[config.mk]
export PLATFORM = sky130hd
export DESIGN_NAME = thresholding_cfg_loader
export DESIGN_NICKNAME = d
export VERILOG_FILES = /design/src/rtl/thresholding_cfg_loader_pkg.sv /design/src/rtl/thresholding_cfg_addr_gen.sv /design/src/rtl/thresholding_cfg_loader.sv
export SDC_FILE = /design/constraint.sdc
export NUM_CORES = 1
export LEC_CHECK = 0
export CORE_UTILIZATION = 35
export CTS_BUF_LIST = sky130_fd_sc_hd__clkbuf_16
export DETAILED_ROUTE_END_ITERATION = 16
export GPL_TIMING_DRIVEN = 0
export PLACE_DENSITY = 0.77
export SETUP_SLACK_MARGIN = 0.15
export SYNTH_ARGS = -nofsm -noshare
export SYNTH_HDL_FRONTEND = slang
export SYNTH_SLANG_ARGS = --single-unit
[constraint.sdc]
create_clock -name ap_clk -period 1.8 [get_ports ap_clk]
set_input_delay 0.27 -clock ap_clk [delete_from_list [all_inputs] [get_ports ap_clk]]
set_output_delay 0.27 -clock ap_clk [all_outputs]
set_load 0.05 [all_outputs]
[src/rtl/thresholding_cfg_loader_pkg.sv]
// Shared types and helpers for the thresholding config loader.
//   state_e     : loader FSM states (read states only reachable with readback build)
//   AXI_OKAY    : AXI response code for a successful transfer
//   ext_thresh  : widens a WT-bit threshold to a 32-bit AXI-lite data word
package thresholding_cfg_loader_pkg;

    typedef enum logic [2:0] {
        StIdle,
        StFetch,
        StWrite,
        StResp,
        StRaddr,
        StRdata,
        StDone
    } state_e;

    localparam logic [1:0] AXI_OKAY = 2'b00;

    // Bits at and above wt are filled with the threshold MSB (signed) or zero.
    function automatic logic [31:0] ext_thresh(input logic [31:0] d, input int unsigned wt,
                                               input bit signed_en);
        logic [31:0] upper;
        logic        msb;
        upper = (wt >= 32) ? 32'h0 : (32'hFFFF_FFFF << wt);
        msb   = |(d & (32'h1 << (wt - 1)));
        return (signed_en && msb) ? ((d & ~upper) | upper) : (d & ~upper);
    endfunction

endpackage

[src/rtl/thresholding_cfg_addr_gen.sv]
// Nested cf/pe/t counters producing the AXI-lite byte address of the current threshold.
// Ports:
//   clk_i, rst_ni : clock, async active-low reset
//   clr_i         : zero all counters (start of a load)
//   inc_i         : advance to the next threshold (t inner, pe middle, cf outer)
//   addr_o        : {cf, pe, t, 2'b00}; empty fields dropped when CF or PE is 1
//   last_o        : counters sit on the final threshold of the load
module thresholding_cfg_addr_gen #(
    parameter int unsigned N  = 2,
    parameter int unsigned CF = 1,
    parameter int unsigned PE = 1,
    localparam int unsigned CfBits   = $clog2(CF),
    localparam int unsigned PeBits   = $clog2(PE),
    localparam int unsigned AddrBits = CfBits + PeBits + N + 2
) (
    input  logic                clk_i,
    input  logic                rst_ni,
    input  logic                clr_i,
    input  logic                inc_i,
    output logic [AddrBits-1:0] addr_o,
    output logic                last_o
);

    localparam int unsigned CfW   = (CfBits > 0) ? CfBits : 1;
    localparam int unsigned PeW   = (PeBits > 0) ? PeBits : 1;
    localparam int unsigned WordW = AddrBits - 2;
    localparam int unsigned T     = (2 ** N) - 1;

    logic [CfW-1:0] cf_q, cf_d;
    logic [PeW-1:0] pe_q, pe_d;
    logic [N-1:0]   t_q, t_d;
    logic           t_last, pe_last, cf_last;
    logic [WordW-1:0] word;

    assign t_last  = (t_q == N'(T - 1));
    assign pe_last = (pe_q == PeW'(PE - 1));
    assign cf_last = (cf_q == CfW'(CF - 1));
    assign last_o  = t_last & pe_last & cf_last;

    always_comb begin
        cf_d = cf_q;
        pe_d = pe_q;
        t_d  = t_q;
        if (clr_i) begin
            cf_d = '0;
            pe_d = '0;
            t_d  = '0;
        end else if (inc_i) begin
            if (!t_last) begin
                t_d = t_q + N'(1);
            end else begin
                t_d = '0;
                if (!pe_last) begin
                    pe_d = pe_q + PeW'(1);
                end else begin
                    pe_d = '0;
                    cf_d = cf_last ? '0 : cf_q + CfW'(1);
                end
            end
        end
    end

    always_ff @(posedge clk_i or negedge rst_ni) begin
        if (!rst_ni) begin
            cf_q <= '0;
            pe_q <= '0;
            t_q  <= '0;
        end else begin
            cf_q <= cf_d;
            pe_q <= pe_d;
            t_q  <= t_d;
        end
    end

    // An empty field keeps a 1-bit counter that stays at zero and shifts out of the word.
    assign word   = (WordW'(cf_q) << (PeBits + N)) | (WordW'(pe_q) << N) | WordW'(t_q);
    assign addr_o = {word, 2'b00};

endmodule

[src/rtl/thresholding_cfg_loader.sv]
// AXI-lite initiator that streams thresholds into a thresholding kernel's parameter memory.
// One AXI-stream beat -> one single-beat AXI-lite write, channel-major order.
// Build option: define THRESHOLDING_CFG_LOADER_READBACK_EN to read back and verify every
// written word (adds AR/R ports and the RADDR/RDATA states).
// Ports:
//   ap_clk, ap_rst_n        : clock, async active-low reset
//   start / busy / done     : load control and status (done is a 1-cycle pulse)
//   err                     : sticky error, cleared by an accepted start
//   s_axis_t{ready,valid,data} : threshold stream, threshold in tdata[WT-1:0]
//   m_axilite_AW*/W*/B*     : AXI-lite write channels
//   m_axilite_AR*/R*        : AXI-lite read channels (readback build only)
module thresholding_cfg_loader
    import thresholding_cfg_loader_pkg::*;
#(
    parameter int unsigned N      = 2,
    parameter int unsigned WT     = 8,
    parameter int unsigned C      = 1,
    parameter int unsigned PE     = 1,
    parameter bit          SIGNED = 1'b1,
    localparam int unsigned CF        = C / PE,
    localparam int unsigned DW        = ((WT + 7) / 8) * 8,
    localparam int unsigned ADDR_BITS = $clog2(CF) + $clog2(PE) + N + 2
) (
    input  logic                 ap_clk,
    input  logic                 ap_rst_n,
    input  logic                 start,
    output logic                 busy,
    output logic                 done,
    output logic                 err,
    output logic                 s_axis_tready,
    input  logic                 s_axis_tvalid,
    input  logic [DW-1:0]        s_axis_tdata,
    output logic                 m_axilite_AWVALID,
    input  logic                 m_axilite_AWREADY,
    output logic [ADDR_BITS-1:0] m_axilite_AWADDR,
    output logic [2:0]           m_axilite_AWPROT,
    output logic                 m_axilite_WVALID,
    input  logic                 m_axilite_WREADY,
    output logic [31:0]          m_axilite_WDATA,
    output logic [3:0]           m_axilite_WSTRB,
    input  logic                 m_axilite_BVALID,
    output logic                 m_axilite_BREADY,
    input  logic [1:0]           m_axilite_BRESP
`ifdef THRESHOLDING_CFG_LOADER_READBACK_EN
    ,
    output logic                 m_axilite_ARVALID,
    input  logic                 m_axilite_ARREADY,
    output logic [ADDR_BITS-1:0] m_axilite_ARADDR,
    output logic [2:0]           m_axilite_ARPROT,
    input  logic                 m_axilite_RVALID,
    output logic                 m_axilite_RREADY,
    input  logic [31:0]          m_axilite_RDATA,
    input  logic [1:0]           m_axilite_RRESP
`endif
);

    state_e          state_q, state_d;
    logic [WT-1:0]   data_q, data_d;
    logic            aw_ok_q, aw_ok_d;
    logic            w_ok_q, w_ok_d;
    logic            err_q, err_d;
    logic            cnt_clr, cnt_inc, cnt_last;
    logic            aw_done, w_done;

    thresholding_cfg_addr_gen #(
        .N  (N),
        .CF (CF),
        .PE (PE)
    ) u_addr_gen (
        .clk_i  (ap_clk),
        .rst_ni (ap_rst_n),
        .clr_i  (cnt_clr),
        .inc_i  (cnt_inc),
        .addr_o (m_axilite_AWADDR),
        .last_o (cnt_last)
    );

    assign aw_done = aw_ok_q | (m_axilite_AWVALID & m_axilite_AWREADY);
    assign w_done  = w_ok_q  | (m_axilite_WVALID  & m_axilite_WREADY);

    always_comb begin
        state_d           = state_q;
        data_d            = data_q;
        aw_ok_d           = aw_ok_q;
        w_ok_d            = w_ok_q;
        err_d             = err_q;
        cnt_clr           = 1'b0;
        cnt_inc           = 1'b0;
        busy              = (state_q != StIdle);
        done              = (state_q == StDone);
        s_axis_tready     = (state_q == StFetch);
        m_axilite_AWVALID = (state_q == StWrite) && !aw_ok_q;
        m_axilite_WVALID  = (state_q == StWrite) && !w_ok_q;
        m_axilite_BREADY  = (state_q == StResp);
`ifdef THRESHOLDING_CFG_LOADER_READBACK_EN
        m_axilite_ARVALID = (state_q == StRaddr);
        m_axilite_RREADY  = (state_q == StRdata);
`endif
        unique case (state_q)
            StIdle: begin
                if (start) begin
                    state_d = StFetch;
                    err_d   = 1'b0;
                    cnt_clr = 1'b1;
                end
            end
            StFetch: begin
                if (s_axis_tvalid) begin
                    data_d  = s_axis_tdata[WT-1:0];
                    aw_ok_d = 1'b0;
                    w_ok_d  = 1'b0;
                    state_d = StWrite;
                end
            end
            StWrite: begin
                // Each channel's flag drops its valid independently of the other channel.
                if (m_axilite_AWVALID && m_axilite_AWREADY) aw_ok_d = 1'b1;
                if (m_axilite_WVALID && m_axilite_WREADY)   w_ok_d  = 1'b1;
                if (aw_done && w_done) state_d = StResp;
            end
            StResp: begin
                if (m_axilite_BVALID) begin
                    if (m_axilite_BRESP != AXI_OKAY) err_d = 1'b1;
`ifdef THRESHOLDING_CFG_LOADER_READBACK_EN
                    state_d = StRaddr;
`else
                    cnt_inc = 1'b1;
                    state_d = cnt_last ? StDone : StFetch;
`endif
                end
            end
`ifdef THRESHOLDING_CFG_LOADER_READBACK_EN
            StRaddr: begin
                if (m_axilite_ARREADY) state_d = StRdata;
            end
            StRdata: begin
                if (m_axilite_RVALID) begin
                    if ((m_axilite_RDATA[WT-1:0] != data_q) || (m_axilite_RRESP != AXI_OKAY)) begin
                        err_d = 1'b1;
                    end
                    cnt_inc = 1'b1;
                    state_d = cnt_last ? StDone : StFetch;
                end
            end
`endif
            StDone: begin
                state_d = StIdle;
            end
            default: begin
                state_d = StIdle;
            end
        endcase
    end

    always_ff @(posedge ap_clk or negedge ap_rst_n) begin
        if (!ap_rst_n) begin
            state_q <= StIdle;
            data_q  <= '0;
            aw_ok_q <= 1'b0;
            w_ok_q  <= 1'b0;
            err_q   <= 1'b0;
        end else begin
            state_q <= state_d;
            data_q  <= data_d;
            aw_ok_q <= aw_ok_d;
            w_ok_q  <= w_ok_d;
            err_q   <= err_d;
        end
    end

    assign err              = err_q;
    assign m_axilite_AWPROT = 3'b000;
    assign m_axilite_WSTRB  = 4'hF;
    assign m_axilite_WDATA  = ext_thresh(32'(data_q), WT, SIGNED);

`ifdef THRESHOLDING_CFG_LOADER_READBACK_EN
    assign m_axilite_ARADDR = m_axilite_AWADDR;
    assign m_axilite_ARPROT = 3'b000;
    if (WT < 32) begin : g_unused_rdata
        logic unused_rdata;
        assign unused_rdata = ^m_axilite_RDATA[31:WT];
    end
`endif

    // Stream bytes above the threshold width carry no information.
    if (DW > WT) begin : g_unused_tdata
        logic unused_tdata;
        assign unused_tdata = ^s_axis_tdata[DW-1:WT];
    end

endmodule
After elaboration in Yosys (flattened, before gate mapping)
Cells that the tools add are included.
Widths: inputs -> output; s select.
{"block": "word_totals", "register_bits": 18, "wordCells": 85, "in_bits": 17}
{"block": "op_classes", "n_bitwise": 8, "n_reduce_logical": 21, "mux": 32, "addsub": 3, "eq_ne": 13}
{"op": "$mux 32", "count": 1}
{"op": "$mux 1", "count": 19}
{"op": "$mux 3", "count": 5}
{"op": "$pmux 3 s4", "count": 1}
{"op": "$ne 2x1->1 const B", "count": 5}
{"op": "$reduce_bool 2->1", "count": 5}
{"op": "$reduce_and 3->1", "count": 3}
{"op": "$reduce_and 4->1", "count": 2}
{"op": "$eq 3x2->1 const B", "count": 2}
{"op": "$mux 2", "count": 3}
{"op": "$ne 2x2->1 const B", "count": 3}
{"op": "$pmux 1 s2", "count": 3}
{"op": "$logic_and 1x1->1", "count": 5}
{"op": "$and 1x1->1", "count": 4}
{"op": "$reduce_and 2->1", "count": 2}
{"op": "$eq 3x1->1 const B", "count": 1}
{"op": "$eq 3x3->1 const B", "count": 1}
{"op": "$logic_not 3->1", "count": 1}
{"op": "$reduce_bool 3->1", "count": 1}
{"op": "$add 1x1->1 const B", "count": 2}
{"op": "$add 2x1->2 const B", "count": 1}
{"op": "$eq 2x2->1 const B", "count": 1}
{"op": "$logic_not 1->1", "count": 2}
{"op": "$not 1->1", "count": 2}
{"op": "$or 1x1->1", "count": 2}

Longest topological paths before layout
{"block": "logic_depth", "depth_word": 7, "mapped_depth": 5, "depth_no_buf": 4}

Cells and area by module
Synthesis repeated with hierarchy kept, for this count alone.
{"block": "unflattened", "hier_cells": 107, "area_unflattened_um2": 1112.3}
{"mod": "thresholding_cfg_loader", "instances": 1, "cells_per_inst": 95, "seq_area_each_um2": 350.3, "area_each_um2": 994.7}
{"mod": "thresholding_cfg_addr_gen", "instances": 1, "cells_per_inst": 12, "seq_area_each_um2": 50.0, "area_each_um2": 117.6}

Worst setup path before layout
OpenSTA, ideal clock, no wires.
{"block": "synth_timing", "path_type": "reg-to-output", "from": "reg state_q[1]", "to": "out done", "setup_slack_ns": -0.186, "path_stages_with_launch": 4, "arrival_ns": 1.716, "cell_sequence": "dfrtp_1 -> buf_2 -> inv_1 -> nor3b_1"}
{"block": "synth_between", "elab_chain_cells": 1}
{"element": "start: declaration", "line": "thresholding_cfg_loader.sv:57", "rtl": "state_e state_q, state_d;"}
{"element": "start signal: assignment", "line": "thresholding_cfg_loader.sv:157", "rtl": "state_q <= StIdle;"}
{"element": "start signal: assignment", "line": "thresholding_cfg_loader.sv:163", "rtl": "state_q <= state_d;"}
{"element": "$eq 3x3->1", "line": "thresholding_cfg_loader.sv:90", "rtl": "done = (state_q == StDone);"}
{"element": "end: declaration", "line": "thresholding_cfg_loader.sv:28", "rtl": "output logic done,"}
No other way between the ends.

Worst setup path in the final report
{"block": "layout_timing", "from": "reg state_q[0]", "to": "out m_axilite_WVALID"}
{"block": "layout_between", "elab_chain_cells": 2}
{"element": "$eq 3x2->1", "line": "thresholding_cfg_loader.sv:93", "rtl": "m_axilite_WVALID = (state_q == StWrite) && !w_ok_q;"}
{"element": "$logic_and 1x1->1", "line": "thresholding_cfg_loader.sv:93"}
{"element": "end: declaration", "line": "thresholding_cfg_loader.sv:37", "rtl": "output logic m_axilite_WVALID,"}
No other way between the ends.

==> summary.md <==
| Metric | Value |
|---|---|
| Status | complete, no violations |
| Layout cell share with drive strength beyond 1 | 52.0% |
| Max Cap Viol | 0 |
| Count of input and output buffers | 57 |
| Num ports | 67 |
| R2r startpoint | state_q[0] |
| Max Fanout on Critical Path | 10 |
| Clock transition at the registers of the reported paths | 0.05 ns |
| Overall Global Routing Usage | 18.8% |
| Via count | 912 |
| Root buf cell | clkbuf_16 |
| Worst rel slew slack | 52.0% |
| Warnings from Yosys | 0 |
| Initial DRC count | 19 |
| Clock sink total | 16 |
| CTS H-tree lvls | 1 |
| DR vias/cell | 4.49 |
| Post-synth EDFFs | 0 |
| Antenna-violating nets left | 0 |
| Post-Syn Instances | 102 |
| 1st-pass router iterations | 4 |
| Critical Path RT | 1.53 ns |
| Worst clock skew | 0.00193 ns |
| RSZ-0062 raised after global routing | true |
| Final Cycle Share | 95.6% |
| Routed WL per cell | 12.7 um |
| TritonCTS Buffers | 3 |
| Die Y | 55.1 um |
| Seq/Total Area, Yosys | 40.6% |
| DIE AREA | 3030 um2 |
| GPL Wtd Cong | 0.837 |
| Die W | 55.1 um |
| RR Endpoint | data_q[7] |
| Vias in the first global route | 869 |
| Core Util, Final | 69.5% |
| Top cells by area, synth | dfrtp_1 (41%), buf_4 (26%), mux2_2 (9.1%), a21oi_1 (4.1%), o21ai_0 (3.0%) |
| Max-slew violations | 0 |
| CTS tree | built |
| Post-synth ARST share | 100% |
| First-pass GRT wire length | 3950 um |
| WP data arrival | 1.45 ns |
| Worst-Skew Late Latency | 0.24 ns |
| Row count | 18 |
| Netlist cell types | 20 |
| WL final | 2580 um |
| Max clock buf depth | 2 |
| Critical path class | reg2out |
| Synth cell count leaders | buf_4 (34), dfrtp_1 (16), a21oi_1 (8), mux2_2 (8), nor2_1 (8) |
| Worst-Margin Slew | 0.717 ns |
| Number of fill cells | 193 |
| Worst hold path class | in2async |
| Largest net degree at the start of global routing | 27 |
| Yosys reg bits | 16 |
| Final hold violations | 0 |
| CP endpoint kind | output pin |
| Effective utilization at floorplan | 38.4% |
| P&R area growth vs syn | 81.0% |
| Fmax | 0.581 GHz |
| Mapped cell area | 986 um2 |
| Number of remaining DRC errors | 0 |
| Detailed-placement wirelength estimate | 1860 um |
| Min cycle time layout | 1.72 ns |
| N_diodes | 0 |
| Ys flop type | dfrtp_1 |
| Largest area contributor in the synthesized netlist | dfrtp_1 |
| Final setup fails | 0 |
| Setup tns final | 0 ns |
| Count leader, synth | buf_4 |
| Reg-to-reg setup timing slack | 0.32 ns |
| Post-layout net count | 192 |
| Core area | 2570 um2 |
| Synth top area share | 40.6% |
| Initial antenna violation count | 0 |
| Mean Syn Cell Area | 9.67 um2 |
| Crit start category | register |
| FF-to-FF path depth | 6 |
| Grt ovf | 0 |
[layout by cell type, fill, tap and decap left out, drive strengths merged]
cell,netlist,final
buf,35,45
clkdlybuf4s15,0,24
clkdlybuf4s50,0,16
dfrtp,16,16
dlygate4sd2,0,10
conb,2,9
a21oi,8,8
mux2,8,8
nor2,8,8
o21ai,6,6
inv,4,4
clkbuf,0,4
nor3b,3,3
nor3,3,3
nor2b,2,2
nand2b,1,1
or3,1,1
nand4b,1,1
nand2,1,1
o22ai,1,1
nand3,1,1
a211oi,1,1
[what timing repair did]
item | in CTS | in global routing
setup endpoints to repair | 41 | 14
hold buffers | 0 | 0
pin swaps | 1 | 2
setup buffers | 2 | 2
gates resized for setup | 123 | 10
[cell type report]
class / count / area [um2] / area share [%]
Sequential cell: 16 / 404 / 22.7
Buffer: 35 / 270 / 15.1
Multi-Input combinational cell: 54 / 367 / 20.5
Timing Repair Buffer: 61 / 616 / 34.5
Clock buffer: 3 / 75.1 / 4.21
Tap cell: 30 / 37.5 / 2.10
Inverter: 4 / 15.0 / 0.842
[worst max-delay path, stage by stage (launching register included)]
cell and delay [ns]:
dfrtp_1 0.37, buf_6 0.14, or3_4 0.42, nor2_4 0.13, buf_8 0.15
[stage by stage]
step | hold WS (ns) | std cells | cell area (um2) | setup slack [ns]
2_1_floorplan | -0.0256 | 109 | 1020 | -0.0633
3_3_place_gp | 0.490 | 196 | 1630 | -0.349
3_5_place_dp | 0.497 | 196 | 1630 | -0.409
4_1_cts | 0.487 | 201 | 1770 | 0.0840
5_1_grt | 0.520 | 203 | 1780 | 0.0390
6_report | 0.460 | 203 | 1780 | 0.0801
[sequential cells by signal (all words and copies together) (netlist names)]
signal and cells:
aw_ok_q 1, data_q 8, err 1, state_q 3, u_addr_gen.t_q 2, w_ok_q 1
[logic make-up (layout without fill, tap and decap cells)]
group | count (synthesis) | after routing | synth area share, %
muxes | 8 | 8 | 9.14
DFF | 16 | 16 | 40.6
AOI/OAI and AO/OA | 16 | 16 | 8.50
buffers and inverters | 39 | 103 | 27.9
and+or+nand+nor | 21 | 21 | 13.1
other | 2 | 9 | 0.762
[how the worst max path moves through the flow]
| stage | startpoint | to | slack [ns] | depth (start not counted) |
|---|---|---|---|---|
| after floorplan | state_q[1] | m_axilite_AWVALID | -0.06 | 4 |
| after global placement | state_q[1] | m_axilite_WVALID | -0.35 | 5 |
| after detailed placement | state_q[1] | m_axilite_WVALID | -0.41 | 5 |
| after CTS | state_q[0] | m_axilite_WVALID | 0.08 | 4 |
| after global routing | state_q[0] | m_axilite_AWVALID | 0.04 | 4 |
| final | state_q[0] | m_axilite_WVALID | 0.08 | 4 |
[metal layers]
layer / up-vias / GRT usage, % / part of all wire (%)
li1: 437 / - / -
met1: 432 / 23.0 / 39
met2: 39 / 29.9 / 53
met3: 4 / 5.19 / 7.3
met4: 0 / 9.58 / 1.2
met5: - / 0 / 0
Power is not shown: default switching activity piles up to over one toggle a cycle in this logic, so the estimate is an artifact.
